==> src/rtl/dcache_write_buffer.sv <==
// In-order store buffer between the write-through D-cache and the AXI AW/W/B channels.
// One outstanding AXI transaction; the head entry is held (and conflict-checked) until its B.
module dcache_write_buffer #(
   parameter int         DEPTH  = 8,
   parameter logic [3:0] AXI_ID = 4'd1
) (
   input  logic        clk,
   input  logic        rst,
   input  logic        s_valid,
   output logic        s_ready,
   input  logic [31:0] s_addr,
   input  logic [31:0] s_data,
   input  logic [3:0]  s_strb,
   input  logic        s_uncached,
   input  logic [31:0] q_addr,
   output logic        q_conflict,
   output logic        empty,
   output logic        full,
   output logic [3:0]  m_awid,
   output logic [31:0] m_awaddr,
   output logic [7:0]  m_awlen,
   output logic [2:0]  m_awsize,
   output logic [1:0]  m_awburst,
   output logic        m_awvalid,
   input  logic        m_awready,
   output logic [3:0]  m_wid,
   output logic [31:0] m_wdata,
   output logic [3:0]  m_wstrb,
   output logic        m_wlast,
   output logic        m_wvalid,
   input  logic        m_wready,
   input  logic        m_bvalid,
   output logic        m_bready
);
   localparam int AW = $clog2(DEPTH);
   localparam logic [AW:0] FULL_CNT = (AW+1)'(DEPTH);

   typedef enum logic [1:0] {IDLE, SEND, WAIT_B} state_t;

   state_t           r_state;
   logic [31:0]      r_addr [DEPTH];
   logic [31:0]      r_data [DEPTH];
   logic [3:0]       r_strb [DEPTH];
   logic             r_unc  [DEPTH];
   logic [DEPTH-1:0] r_vld;
   logic [AW-1:0]    r_head, r_tail;
   logic [AW:0]      r_count;
   logic             r_aw_done, r_w_done;

   logic w_push, w_pop, w_aw_hs, w_w_hs;
   logic [31:0] w_hd_addr;
   logic [3:0]  w_hd_strb;
   logic        w_hd_unc;
   logic        w_unused_qlsb;

   assign full    = (r_count == FULL_CNT);
   assign s_ready = !full;
   assign empty   = (r_count == '0) && (r_state == IDLE);
   // zero-strobe stores are acknowledged but never occupy an entry
   assign w_push  = s_valid && s_ready && (s_strb != 4'b0000);
   assign w_pop   = (r_state == WAIT_B) && m_bvalid;
   assign w_aw_hs = m_awvalid && m_awready;
   assign w_w_hs  = m_wvalid && m_wready;

   assign w_hd_addr = r_addr[r_head];
   assign w_hd_strb = r_strb[r_head];
   assign w_hd_unc  = r_unc[r_head];

   assign m_awid    = AXI_ID;
   assign m_wid     = AXI_ID;
   assign m_awlen   = 8'd0;
   assign m_awburst = 2'b01;
   assign m_wlast   = 1'b1;
   assign m_bready  = 1'b1;
   assign m_wdata   = r_data[r_head];
   assign m_wstrb   = w_hd_strb;
   assign w_unused_qlsb = ^q_addr[1:0];

   // Uncached stores keep their byte address and use the narrowest size that covers the strobes
   always_comb begin
      m_awaddr = {w_hd_addr[31:2], 2'b00};
      m_awsize = 3'b010;
      if (w_hd_unc) begin
         m_awaddr = w_hd_addr;
         case (w_hd_strb)
            4'b0011, 4'b1100:                   m_awsize = 3'b001;
            4'b0001, 4'b0010, 4'b0100, 4'b1000: m_awsize = 3'b000;
            default:                            m_awsize = 3'b010;
         endcase
      end
   end

   always_comb begin
      q_conflict = 1'b0;
      for (int i = 0; i < DEPTH; i++)
         if (r_vld[i] && (r_addr[i][31:2] == q_addr[31:2])) q_conflict = 1'b1;
   end

   always_ff @(posedge clk) begin
      if (w_push) begin
         r_addr[r_tail] <= s_addr;
         r_data[r_tail] <= s_data;
         r_strb[r_tail] <= s_strb;
         r_unc[r_tail]  <= s_uncached;
      end
   end

   always_ff @(posedge clk) begin
      if (rst) begin
         r_vld     <= '0;
         r_head    <= '0;
         r_tail    <= '0;
         r_count   <= '0;
         r_state   <= IDLE;
         r_aw_done <= 1'b0;
         r_w_done  <= 1'b0;
         m_awvalid <= 1'b0;
         m_wvalid  <= 1'b0;
      end else begin
         if (w_push) begin
            r_vld[r_tail] <= 1'b1;
            r_tail        <= r_tail + 1'b1;
         end
         if (w_pop) begin
            r_vld[r_head] <= 1'b0;
            r_head        <= r_head + 1'b1;
         end
         r_count <= r_count + {{AW{1'b0}}, w_push} - {{AW{1'b0}}, w_pop};
         case (r_state)
            IDLE: if (r_count != '0) begin
               r_state   <= SEND;
               m_awvalid <= 1'b1;
               m_wvalid  <= 1'b1;
            end
            SEND: begin
               if (w_aw_hs) begin
                  m_awvalid <= 1'b0;
                  r_aw_done <= 1'b1;
               end
               if (w_w_hs) begin
                  m_wvalid <= 1'b0;
                  r_w_done <= 1'b1;
               end
               if ((r_aw_done || w_aw_hs) && (r_w_done || w_w_hs)) r_state <= WAIT_B;
            end
            WAIT_B: if (m_bvalid) begin
               r_state   <= IDLE;
               r_aw_done <= 1'b0;
               r_w_done  <= 1'b0;
            end
            default: r_state <= IDLE;
         endcase
      end
   end
endmodule

==> config.mk <==
export PLATFORM = sky130hd
export DESIGN_NAME = dcache_write_buffer
export DESIGN_NICKNAME = d
export VERILOG_FILES = /design/src/rtl/dcache_write_buffer.sv
export SDC_FILE = /design/constraint.sdc
export NUM_CORES = 1
export LEC_CHECK = 0
export CAP_MARGIN = 0
export CORE_UTILIZATION = 63
export DETAILED_ROUTE_END_ITERATION = 8
export HOLD_SLACK_MARGIN = 0.15
export PLACE_DENSITY = 0.86
export SLEW_MARGIN = 20
export SYNTH_ARGS = -nofsm -noshare
export SYNTH_HDL_FRONTEND = slang
export SYNTH_SLANG_ARGS = --single-unit
==> constraint.sdc <==
create_clock -name clk -period 10.6 [get_ports clk]
set_input_delay 2.12 -clock clk [delete_from_list [all_inputs] [get_ports clk]]
set_output_delay 2.12 -clock clk [all_outputs]
set_load 0.05 [all_outputs]
# ---- Word level (Yosys, flattened, before mapping)
# Memory sizes are Yosys's and may differ from the RTL's. A register that Yosys moved wholly into a read port is not among the register bits.
# Index checks and enable logic that the tools add are counted.
dict set report totals {
  register_bits 24
  ram_bits 552
  input_bits 107
  out_inout_bits 97
  wordCells 121
  memories 4
}
# name words word_bits read_ports rd_clocked_by_memory_dff wr line
set memory_table {}
lappend memory_table {r_addr 8 32 9 1 1 41} ;# logic [31:0] r_addr [DEPTH];
lappend memory_table {r_data 8 32 1 1 1 42} ;# logic [31:0] r_data [DEPTH];
lappend memory_table {r_strb 8 4 1 1 1 43} ;# logic [3:0] r_strb [DEPTH];
lappend memory_table {r_unc 8 1 1 1 1 44} ;# logic r_unc [DEPTH];
dict set report classes {
  n_addsub 4
  order_cmp 4
  eq_ne 22
  mux 42
  bitwise_logic 3
  n_reduce_logical 33
}
# cell count
set ops {}
lappend ops {{$eq 30x30->1} 8}
lappend ops {{$mux 3} 8}
lappend ops {{$mux 8} 3}
lappend ops {{$mux 1} 18}
lappend ops {{$logic_and 1x1->1} 17}
lappend ops {{$reduce_and 3->1} 5}
lappend ops {{$eq 4x4->1 const B} 3}
lappend ops {{$mux 2} 5}
lappend ops {{$and 8x8->8} 1}
lappend ops {{$eq 4x2->1 const B} 2}
lappend ops {{$lt 3x4->1 const B} 2}
lappend ops {{$ne 2x2->1 const B} 4}
lappend ops {{$not 8->8} 1}
lappend ops {{$or 8x8->8} 1}
lappend ops {{$pmux 1 s2} 4}
lappend ops {{$reduce_bool 4->1} 2}
lappend ops {{$add 3x1->3 const B} 2}
lappend ops {{$demux 1 s3} 2}
lappend ops {{$ge 3x1->1 const B} 2}
lappend ops {{$pmux 2 s3} 1}
lappend ops {{$add 4x1->4} 1}
lappend ops {{$eq 4x1->1 const B} 1}
lappend ops {{$eq 4x3->1 const B} 1}
lappend ops {{$logic_not 4->1} 1}
lappend ops {{11 further kinds} 13}

# ---- Logic depth before layout (Yosys ltp)
# Gate-level depths: netlist (run 1).
# An unclocked memory read counts as a cell.
dict set report logic_depth {
  depth_word 11
  depth_mapped 12
}

# ---- Least setup slack after synthesis (run 1)
# OpenSTA, ideal clock, no wires.
dict set report synth_path {
  path_kind {input -> register}
  start {input s_strb[0]}
  end {memory r_addr[1][0] (enable)}
  arrival_ns 7.292
  t_required_ns 10.017
  setup_slack_ns 2.725
  path_stages 4
  cell_sequence {or4_1 -> and3_1 -> nand2_1 -> nor3_1}
}
dict set report synth_between {
  elab_chain_cells 4
}
# element line
set synth_rtl {}
lappend synth_rtl {{start: declaration} 13} ;# input logic [3:0] s_strb,
lappend synth_rtl {{$reduce_bool 4->1} 60} ;# assign w_push = s_valid && s_ready && (s_strb != 4'b0000);
lappend synth_rtl {{$logic_and 1x1->1} 60}
lappend synth_rtl {{$mux 1} 100} ;# if (w_push) begin
lappend synth_rtl {{$mux 1 (implied by the code)} 101} ;# r_addr[r_tail] <= s_addr;
lappend synth_rtl {{end: declaration} 41}
# Every way passes these cells.

# ---- Worst setup path in the final report (run 1)
dict set report layout_path {
  start {input q_addr[31]}
  end {output q_conflict}
}
dict set report layout_between {
  elab_chain_cells 10
}
# element line
set layout_rtl {}
lappend layout_rtl {{start: declaration} 15} ;# input logic [31:0] q_addr,
lappend layout_rtl {{$eq 30x30->1} 96} ;# if (r_vld[i] && (r_addr[i][31:2] == q_addr[31:2])) q_conflict = 1'b1;
lappend layout_rtl {{$logic_and 1x1->1} 96}
lappend layout_rtl {{$mux 1 (7 in series)} 96}
lappend layout_rtl {{$mux 1 *} 96}
lappend layout_rtl {{end: declaration} 16} ;# output logic q_conflict,
# Mark *: on every way between the ends. The rest lies on a longest branch, timed or not.

==> impl_metrics.yaml, run 1 <==
status:
  status: "finished, final reports clean"
sta:
  timing.setup.tns_ns: 0
  fmax_mhz: 137
  tightest_slew_ns: 1.00
  timing.hold.ws_ns: 0.503
  drv_slew: 0
  rsz0062_at_grt: "no"
  period_share_pct: 68.8
  setup_viol: 0
  fin_skew_ns: 0.0169
  finalWorstSetupSlack_ns: 3.30
  slew_headroom_pct: 33.2
  period_needed_ns: 7.30
  finalHoldViolCount: 0
synthesis:
  synth_async_sr_flop_share_pct: 0
  synth_most_common_cell: "edfxtp_1"
  synth_mux_area_share_pct: 15.7
  synthTopCellsByArea: "edfxtp_1, mux4_2, xnor2_1, mux2_2, dfxtp_1"
  synth_top_family_by_area: "multiplexers"
  synthAdderAreaFrac_pct: 0.483
  yosysSeqAreaShare_pct: 68.9
  ys_seq_elements: 579
  post-synth-top-area-cell: "edfxtp_1"
  avgSynthCellArea_sq_um: 18.8
  synth_cell_type_count: 45
  synth_top_area_share_pct: 66.7
  synth_compound_area_share_pct: 0.871
  synthFlopType: "edfxtp_1"
  synth_common_cells: "edfxtp_1, xnor2_1, mux4_2, mux2_2, nand4_1"
  synth_area_sq_mm: 0.0249
  yosys_warnings: 0
  synthXorXnorAreaFrac_pct: 8.67
  synthCells: 1322
  synth-edff-count: 552
  synth_simple_gate_area_share_pct: 3.19
die:
  die-area_sq_mm: 0.0403
  start_util_pct: 64.0
  die_h_microns: 201
  fp.coreArea_sq_mm: 0.0388
  ios: 204
  die_x_microns: 201
  rows: 72
pwr:
  p_int_mw: 3.90
  power_density_mw_per_mm2: 181
  p_leak_nw: 8.69
  clock_power_share_pct: 35.1
  ir_drop_v: 0.000144
  comb_power_share_pct: 13.9
  sw_frac_of_total_pct: 25.1
  p_seq_share_pct: 51.1
  switchingPower_mw: 1.31
  total_power_mw: 5.21
routing:
  wl_mm: 60.2
  drc_errors: 0
  first_iter_violations: 1231
  ant_nets: 0
  drtPass1Iterations: 5
  wl_per_cell_microns: 29.2
  vias: 13200
  viasPerCell: 6.40
worst_setup_path:
  worst_ep_required_time_ns: 8.48
  crit_end: "q_conflict"
  r2r_end: "r_addr[6][28]$_DFFE_PP_"
  worstPathMaxFanout: 8
  arrival_ns: 5.18
  critPathTopFamily: "buffers and inverters"
  r2r_cells: 7
  r2r-start: "r_count[2]$_SDFF_PP0_"
  worst_setup_path_end_kind: "output pin"
  cpPeakStageDelay_ns: 0.83
  start_kind: "input pin"
  critPathKind: "in2out"
  regToRegSetupSlack_ns: 7.27
  path_buf_inv: 2
  critPathLaunch: "q_addr[31]"
  cp_cell_sequence: "clkdlybuf4s50_1, xnor2_1, nand4_1, nor4_1, a22oi_1, nand4_1, clkdlybuf4s50_1"
  cp.depth: 7
  slowest_stage: "clkdlybuf4s50_1"
cts:
  cts_root_buf: "clkbuf_16"
  cts_sinks: 579
  ctsHoldBuffers: 0
  h-tree-depth: 2
  cts_tree: "built"
  clk_latency_ns: 0.61
  path_clk_slew_ns: 0.06
  cts_setup_buffers: 0
  clockBufferDepth: 3
  cts_buffers: 55
  postCtsResizedCells: 0
finish:
  layout.nets: 1621
  layout-drive-gt1-share_pct: 20.2
  finalNonFillerCells: 2066
  fin_area_sq_mm: 0.0288
  fill_cells: 2213
  final_core_util_pct: 74.1
  area_growth_syn_to_layout_pct: 15.7
place:
  place_hpwl_mm: 37.7
  gp_congestion: 1.01
  placed_area_sq_mm: 0.0271
  io_buffer_count: 180
  dp.cells: 1966
  dpl_worst_slack_ns: 3.44
global_routing:
  antenna_found_initial: 5
  grt_usage_pct: 30.4
  grt_max_degree: 91
  grt_pass1_vias: 13500
  grt_pass1_wl_mm: 88.3
  grt_overflow: 0
flow_run:
  drv_cap: 0
worst_hold_path:
  min_from: "r_vld[0]$_SDFF_PP0_"
  min_path_type: "reg2reg"
[worst min path at each step]
stage                          endpoint  cells after the start
floorplan           r_vld[0]$_SDFF_PP0_                      1
CTS                 r_vld[0]$_SDFF_PP0_                      1
global placement    r_vld[1]$_SDFF_PP0_                      1
finish              r_vld[0]$_SDFF_PP0_                      1
global route        r_vld[0]$_SDFF_PP0_                      1
detailed placement  r_vld[1]$_SDFF_PP0_                      1
[worst register-to-register path, stage by stage (launching register included)]
cell	delay, ns
dfxtp_1	0.31
inv_1	0.07
ha_1	0.19
or3b_2	0.21
and3_1	0.30
nand2b_1	0.20
nor2_4	0.80
buf_4	0.77
[kinds of logic (layout without fill, tap and decap cells)]
group                      count (synthesis)  count (layout)
buffers and inverters                    104             307
xor gates and xnor gates                 246             246
AOI/OAI and AO/OA                         35              35
DFF                                      579             579
adders and majority gates                  9               9
muxes                                    207             207
and+or+nand+nor                          140             140
other                                      2              25
[cell type report]
type                            instances  area [sq um]  area share [%]
Antenna cell                            4          10.0          0.0348
Clock buffer                           72          1480            5.15
Clock inverter                         24           165           0.574
Inverter                               12          45.0           0.157
Multi-Input combinational cell        658          7310            25.4
Sequential cell                       579         17100            59.6
Tap cell                              518           648            2.25
Timing Repair Buffer                  199          1970            6.85
[power by group through the flow]
stage	combinational (mW)	clock, mW	sequential, mW
CTS	0.724	1.84	2.66
floorplan	0.449	0	2.72
finish	0.722	1.83	2.66
global placement	0.705	0	2.70
detailed placement	0.715	0	2.71
global route	0.751	1.93	2.67
[layer usage]
metal	global-route usage (%)	share of wire [%]	vias up
li1	-	-	5549
met1	40.1	37	6762
met2	49.4	50	774
met3	7.14	9.9	142
met4	12.5	3.9	2
met5	0	0.027	-
[flip-flops by register name, indices dropped and copies added, names as in the netlist, 2 cells and up, named ones only]
signal   cells
r_head       3
r_unc        8
r_addr     256
r_strb      32
r_vld        8
r_tail       3
r_state      2
r_data     256
r_count      4
[cell usage in the layout, fill, tap and decap left out, drive strengths merged, types with 3 or more instances in the layout]
cell / count
xnor2: 242
ha: 8
nand2b: 5
mux2i: 3
nor4: 17
inv: 13
o21a: 6
a31oi: 4
nand3: 10
clkdlybuf4s50: 180
edfxtp: 552
dfxtp: 27
nor2: 24
clkinv: 21
a21oi: 16
nand4: 57
diode: 4
a22oi: 4
clkbuf: 72
nand2: 9
xor2: 4
mux2: 66
conb: 21
nor2b: 3
mux4: 138
nor3: 6
buf: 19
(Power assumes the default switching activity.)
==> inputs of run 2 (changes only) <==
--- a/config.mk
+++ b/config.mk
@@ -6,10 +6,10 @@
 export NUM_CORES = 1
 export LEC_CHECK = 0
 export CAP_MARGIN = 0
-export CORE_UTILIZATION = 63
+export CORE_UTILIZATION = 53
 export DETAILED_ROUTE_END_ITERATION = 8
 export HOLD_SLACK_MARGIN = 0.15
-export PLACE_DENSITY = 0.86
+export PLACE_DENSITY = 0.77
 export SLEW_MARGIN = 20
 export SYNTH_ARGS = -nofsm -noshare
 export SYNTH_HDL_FRONTEND = slang
==> constraint.sdc (replaced) <==
create_clock -name clk -period 6.4 [get_ports clk]
set_input_delay 1.28 -clock clk [delete_from_list [all_inputs] [get_ports clk]]
set_output_delay 1.28 -clock clk [all_outputs]
set_load 0.05 [all_outputs]
==> impl_metrics.yaml, run 2 (synthesis gave the netlist of run 1 again) <==
cts:
  cts_sinks: 579
  clk_latency_ns: 0.60
  cts_setup_buffers: 0
  cts_buffers: 57
  ctsHoldBuffers: 0
  cts_tree: "built"
  path_clk_slew_ns: 0.06
  clockBufferDepth: 3
  h-tree-depth: 2
  postCtsResizedCells: 0
  cts_root_buf: "clkbuf_16"
worst_setup_path:
  cpPeakStageDelay_ns: 0.84
  worstPathMaxFanout: 8
  start_kind: "input pin"
  critPathTopFamily: "buffers and inverters"
  path_buf_inv: 2
  worst_ep_required_time_ns: 5.12
  critPathKind: "in2out"
  cp_cell_sequence: "clkdlybuf4s50_1, xnor2_1, nand4_1, nor4_1, a22oi_1, nand4_1, clkdlybuf4s50_1"
  arrival_ns: 4.32
  slowest_stage: "clkdlybuf4s50_1"
  worst_setup_path_end_kind: "output pin"
sta:
  period_needed_ns: 5.60
  period_share_pct: 87.4
  tightest_slew_ns: 1.04
  fmax_mhz: 179
  finalHoldViolCount: 0
  rsz0062_at_grt: "no"
  fin_skew_ns: 0.0137
  drv_slew: 0
  setup_viol: 0
  slew_headroom_pct: 30.6
  timing.setup.tns_ns: 0
place:
  gp_congestion: 0.980
  placed_area_sq_mm: 0.0273
  place_hpwl_mm: 38.8
  dp.cells: 2051
  io_buffer_count: 180
global_routing:
  grt_usage_pct: 25.4
  grt_max_degree: 95
  grt_overflow: 0
  antenna_found_initial: 8
  grt_pass1_wl_mm: 86.4
  grt_pass1_vias: 13300
finish:
  fin_area_sq_mm: 0.0290
  layout.nets: 1626
  area_growth_syn_to_layout_pct: 16.8
  final_core_util_pct: 63.5
  fill_cells: 3124
  layout-drive-gt1-share_pct: 20.3
  finalNonFillerCells: 2159
  largestRegisters: "r_addr: 256 flops, r_data: 256 flops, r_strb: 32 flops"
  most-common-layout-cells: "edfxtp_1, xnor2_1, clkdlybuf4s50_1"
  layout_commonest_cell: "edfxtp_1"
pwr:
  ir_drop_v: 0.000421
  p_seq_share_pct: 50.2
  comb_power_share_pct: 13.7
  p_leak_nw: 8.76
  clock_power_share_pct: 36.1
  sw_frac_of_total_pct: 25.1
  switchingPower_mw: 2.20
  power_density_mw_per_mm2: 302
  p_int_mw: 6.58
flow_run:
  drv_cap: 0
die:
  die-area_sq_mm: 0.0478
  fp.coreArea_sq_mm: 0.0458
  die_h_microns: 219
  rows: 78
  ios: 204
  die_x_microns: 219
  start_util_pct: 54.3
routing:
  first_iter_violations: 1444
  wl_per_cell_microns: 27.6
  viasPerCell: 5.98
  ant_nets: 0
  drc_errors: 0
  vias: 12900
  drtPass1Iterations: 5
  wl_mm: 59.6
status:
  status: "finished, final reports clean"
worst_hold_path:
  min_path_type: "reg2reg"
## run 2: per-stage QoR
step | worst slack, ns | hold slack [ns] | power (mW)
floorplan | -0.626 | 0.440 | 5.23
global placement | 0.950 | 0.449 | 5.66
detailed placement | 0.906 | 0.454 | 5.68
CTS | 0.906 | 0.468 | 8.83
global route | 0.812 | 0.493 | 9.05
finish | 0.805 | 0.467 | 8.78
## run 2: layout make-up
type	count	area, sq um	share of cell area (%)
well taps	600	751	2.58
multi-input cells	658	7330	25.2
inverters	12	45.0	0.155
diodes	3	7.51	0.0258
repair buffers	202	2020	6.94
clock buffers	76	1540	5.29
flip-flops and latches	579	17100	59.0
clock inverters	29	233	0.801
## run 2: worst paths after layout
path,to,from,slack [ns],cells after the start
min,r_vld[1]$_SDFF_PP0_,r_vld[1]$_SDFF_PP0_,0.47,1
max,q_conflict,q_addr[2],0.80,7
min reg2reg,r_vld[1]$_SDFF_PP0_,r_vld[1]$_SDFF_PP0_,0.47,1
max reg2reg,r_data[1][8]$_DFFE_PP_,r_count[2]$_SDFF_PP0_,3.37,7
## run 2: per-layer routing
layer / global-route usage, % / wire (microns) / up-vias / share of wire (%)
met2: 41.3 / 29500 / 555 / 49
met4: 7.83 / 1800 / 10 / 3.0
li1: - / - / 5568 / -
met3: 6.29 / 5150 / 118 / 8.6
met5: 0 / 60 / - / 0.10
met1: 33.8 / 23100 / 6665 / 39
## run 2: power by group through the flow
stage	Combinational [mW]	Sequential, mW	Clock (mW)
floorplan	0.745	4.49	0
global placement	1.19	4.47	0
detailed placement	1.20	4.48	0
CTS	1.20	4.40	3.22
global route	1.26	4.42	3.38
finish	1.20	4.40	3.17
==> inputs of run 3 (changes only) <==
--- a/config.mk
+++ b/config.mk
@@ -9,7 +9,7 @@
 export CORE_UTILIZATION = 53
 export DETAILED_ROUTE_END_ITERATION = 8
 export HOLD_SLACK_MARGIN = 0.15
-export PLACE_DENSITY = 0.77
+export PLACE_DENSITY = 0.76
 export SLEW_MARGIN = 20
 export SYNTH_ARGS = -nofsm -noshare
 export SYNTH_HDL_FRONTEND = slang
==> impl_metrics.yaml, run 3 (synthesis gave the netlist of run 1 again) <==
status:
  status: "finished, final reports clean"
global_routing:
  met3_usage_pct: 6.18
  grt_overflow: 0
  globalRouteMet2Util_pct: 41.5
  met1_usage_pct: 34.3
  grt_max_degree: 88
  grt_most_used_layer: "met2"
  grt_usage_pct: 25.6
  antenna_found_initial: 7
  grt_pass1_vias: 13300
  grt_pass1_wl_mm: 87.4
finish:
  fin_area_sq_mm: 0.0290
  most-common-layout-cells: "edfxtp_1, xnor2_1, clkdlybuf4s50_1"
  layout-drive-gt1-share_pct: 20.2
  layout.nets: 1622
  fill_cells: 3135
  n_antenna_cell: 0
  layout_commonest_cell: "edfxtp_1"
  area_growth_syn_to_layout_pct: 16.8
  largestRegisters: "r_addr: 256 flops, r_data: 256 flops, r_strb: 32 flops"
  finalNonFillerCells: 2151
cts:
  h-tree-depth: 2
  cts_root_buf: "clkbuf_16"
  postCtsResizedCells: 0
  ctsHoldBuffers: 0
  cts_setup_buffers: 0
  cts_sinks: 579
  cts_tree: "built"
  clockBufferDepth: 3
  path_clk_slew_ns: 0.06
  cts_buffers: 56
  clk_latency_ns: 0.61
routing:
  first_iter_violations: 1462
  ant_nets: 0
  wl_per_cell_microns: 27.8
  wl_mm: 59.7
  viasPerCell: 6.04
  vias: 13000
  drc_errors: 0
  drtPass1Iterations: 5
die:
  ios: 204
  start_util_pct: 54.3
  fp.coreArea_sq_mm: 0.0458
  rows: 78
  die_h_microns: 219
  die-area_sq_mm: 0.0478
  die_x_microns: 219
sta:
  tightest_slew_ns: 1.12
  period_share_pct: 86.8
  finalHoldViolCount: 0
  fin_skew_ns: 0.0162
  drv_slew: 0
  finalWorstSetupSlack_ns: 0.848
  setup_viol: 0
  slew_headroom_pct: 25.3
  period_needed_ns: 5.55
  rsz0062_at_grt: "no"
  fmax_mhz: 180
  timing.setup.tns_ns: 0
  timing.hold.ws_ns: 0.485
pwr:
  switchingPower_mw: 2.20
  ir_drop_v: 0.000235
  p_leak_nw: 8.74
  p_int_mw: 6.53
  sw_frac_of_total_pct: 25.2
  p_seq_share_pct: 50.4
  power_density_mw_per_mm2: 301
  comb_power_share_pct: 13.8
  clock_power_share_pct: 35.8
worst_setup_path:
  worstPathMaxFanout: 8
  critPathKind: "in2out"
  start_kind: "input pin"
  worst_setup_path_end_kind: "output pin"
  arrival_ns: 4.27
  worst_ep_required_time_ns: 5.12
place:
  io_buffer_count: 180
  place_hpwl_mm: 38.5
  gp_congestion: 1.02
  dp.cells: 2047
  placed_area_sq_mm: 0.0273
  dpl_worst_slack_ns: 0.954
worst_hold_path:
  min_path_type: "reg2reg"
flow_run:
  drv_cap: 0
## run 3: power groups by stage
stage | logic (mW) | registers [mW] | clock network (mW)
final | 1.21 | 4.40 | 3.13
after global routing | 1.26 | 4.41 | 3.31
after CTS | 1.21 | 4.40 | 3.17
after detailed placement | 1.20 | 4.48 | 0
after global placement | 1.19 | 4.47 | 0
after floorplan | 0.745 | 4.49 | 0
## run 3: worst paths after layout
path                         startpoint                      to  slack, ns  cells past startpoint
setup / recovery             q_addr[31]              q_conflict       0.85                      7
hold / removal      r_vld[1]$_SDFF_PP0_     r_vld[1]$_SDFF_PP0_       0.48                      1
setup reg to reg  r_count[2]$_SDFF_PP0_  r_addr[0][0]$_DFFE_PP_       3.43                      7
hold reg to reg     r_vld[1]$_SDFF_PP0_     r_vld[1]$_SDFF_PP0_       0.48                      1
## run 3: worst max-delay path: stages
cell             delay, ns
clkdlybuf4s50_1       0.65
xnor2_1               0.51
nand4_1               0.28
nor4_1                0.35
a22oi_1               0.16
nand4_1               0.20
clkdlybuf4s50_1       0.84
## run 3: routing by layer
| layer | vias to the layer above | part of all wire, % |
|---|---|---|
| met5 | - | 0.16 |
| met4 | 14 | 2.6 |
| met3 | 99 | 8.6 |
| met2 | 531 | 50 |
| met1 | 6789 | 39 |
| li1 | 5560 | - |
## run 3: area by class of cell
type                       instances  area, sq um  share of cell area (%)
sequential                       579        17100                    59.0
multi-input combinational        658         7320                    25.2
timing repair buffer             199         2040                    7.03
clock buffer                      71         1480                    5.09
tap                              600          751                    2.59
clock inverter                    32          260                   0.897
inverter                          12         45.0                   0.155
## run 3: through the flow
step | total power [mW] | util (%)
finish | 8.74 | 63.4
global route | 8.99 | 63.4
CTS | 8.78 | 63.3
detailed placement | 5.68 | 59.6
floorplan | 5.23 | -
global placement | 5.66 | 59.6
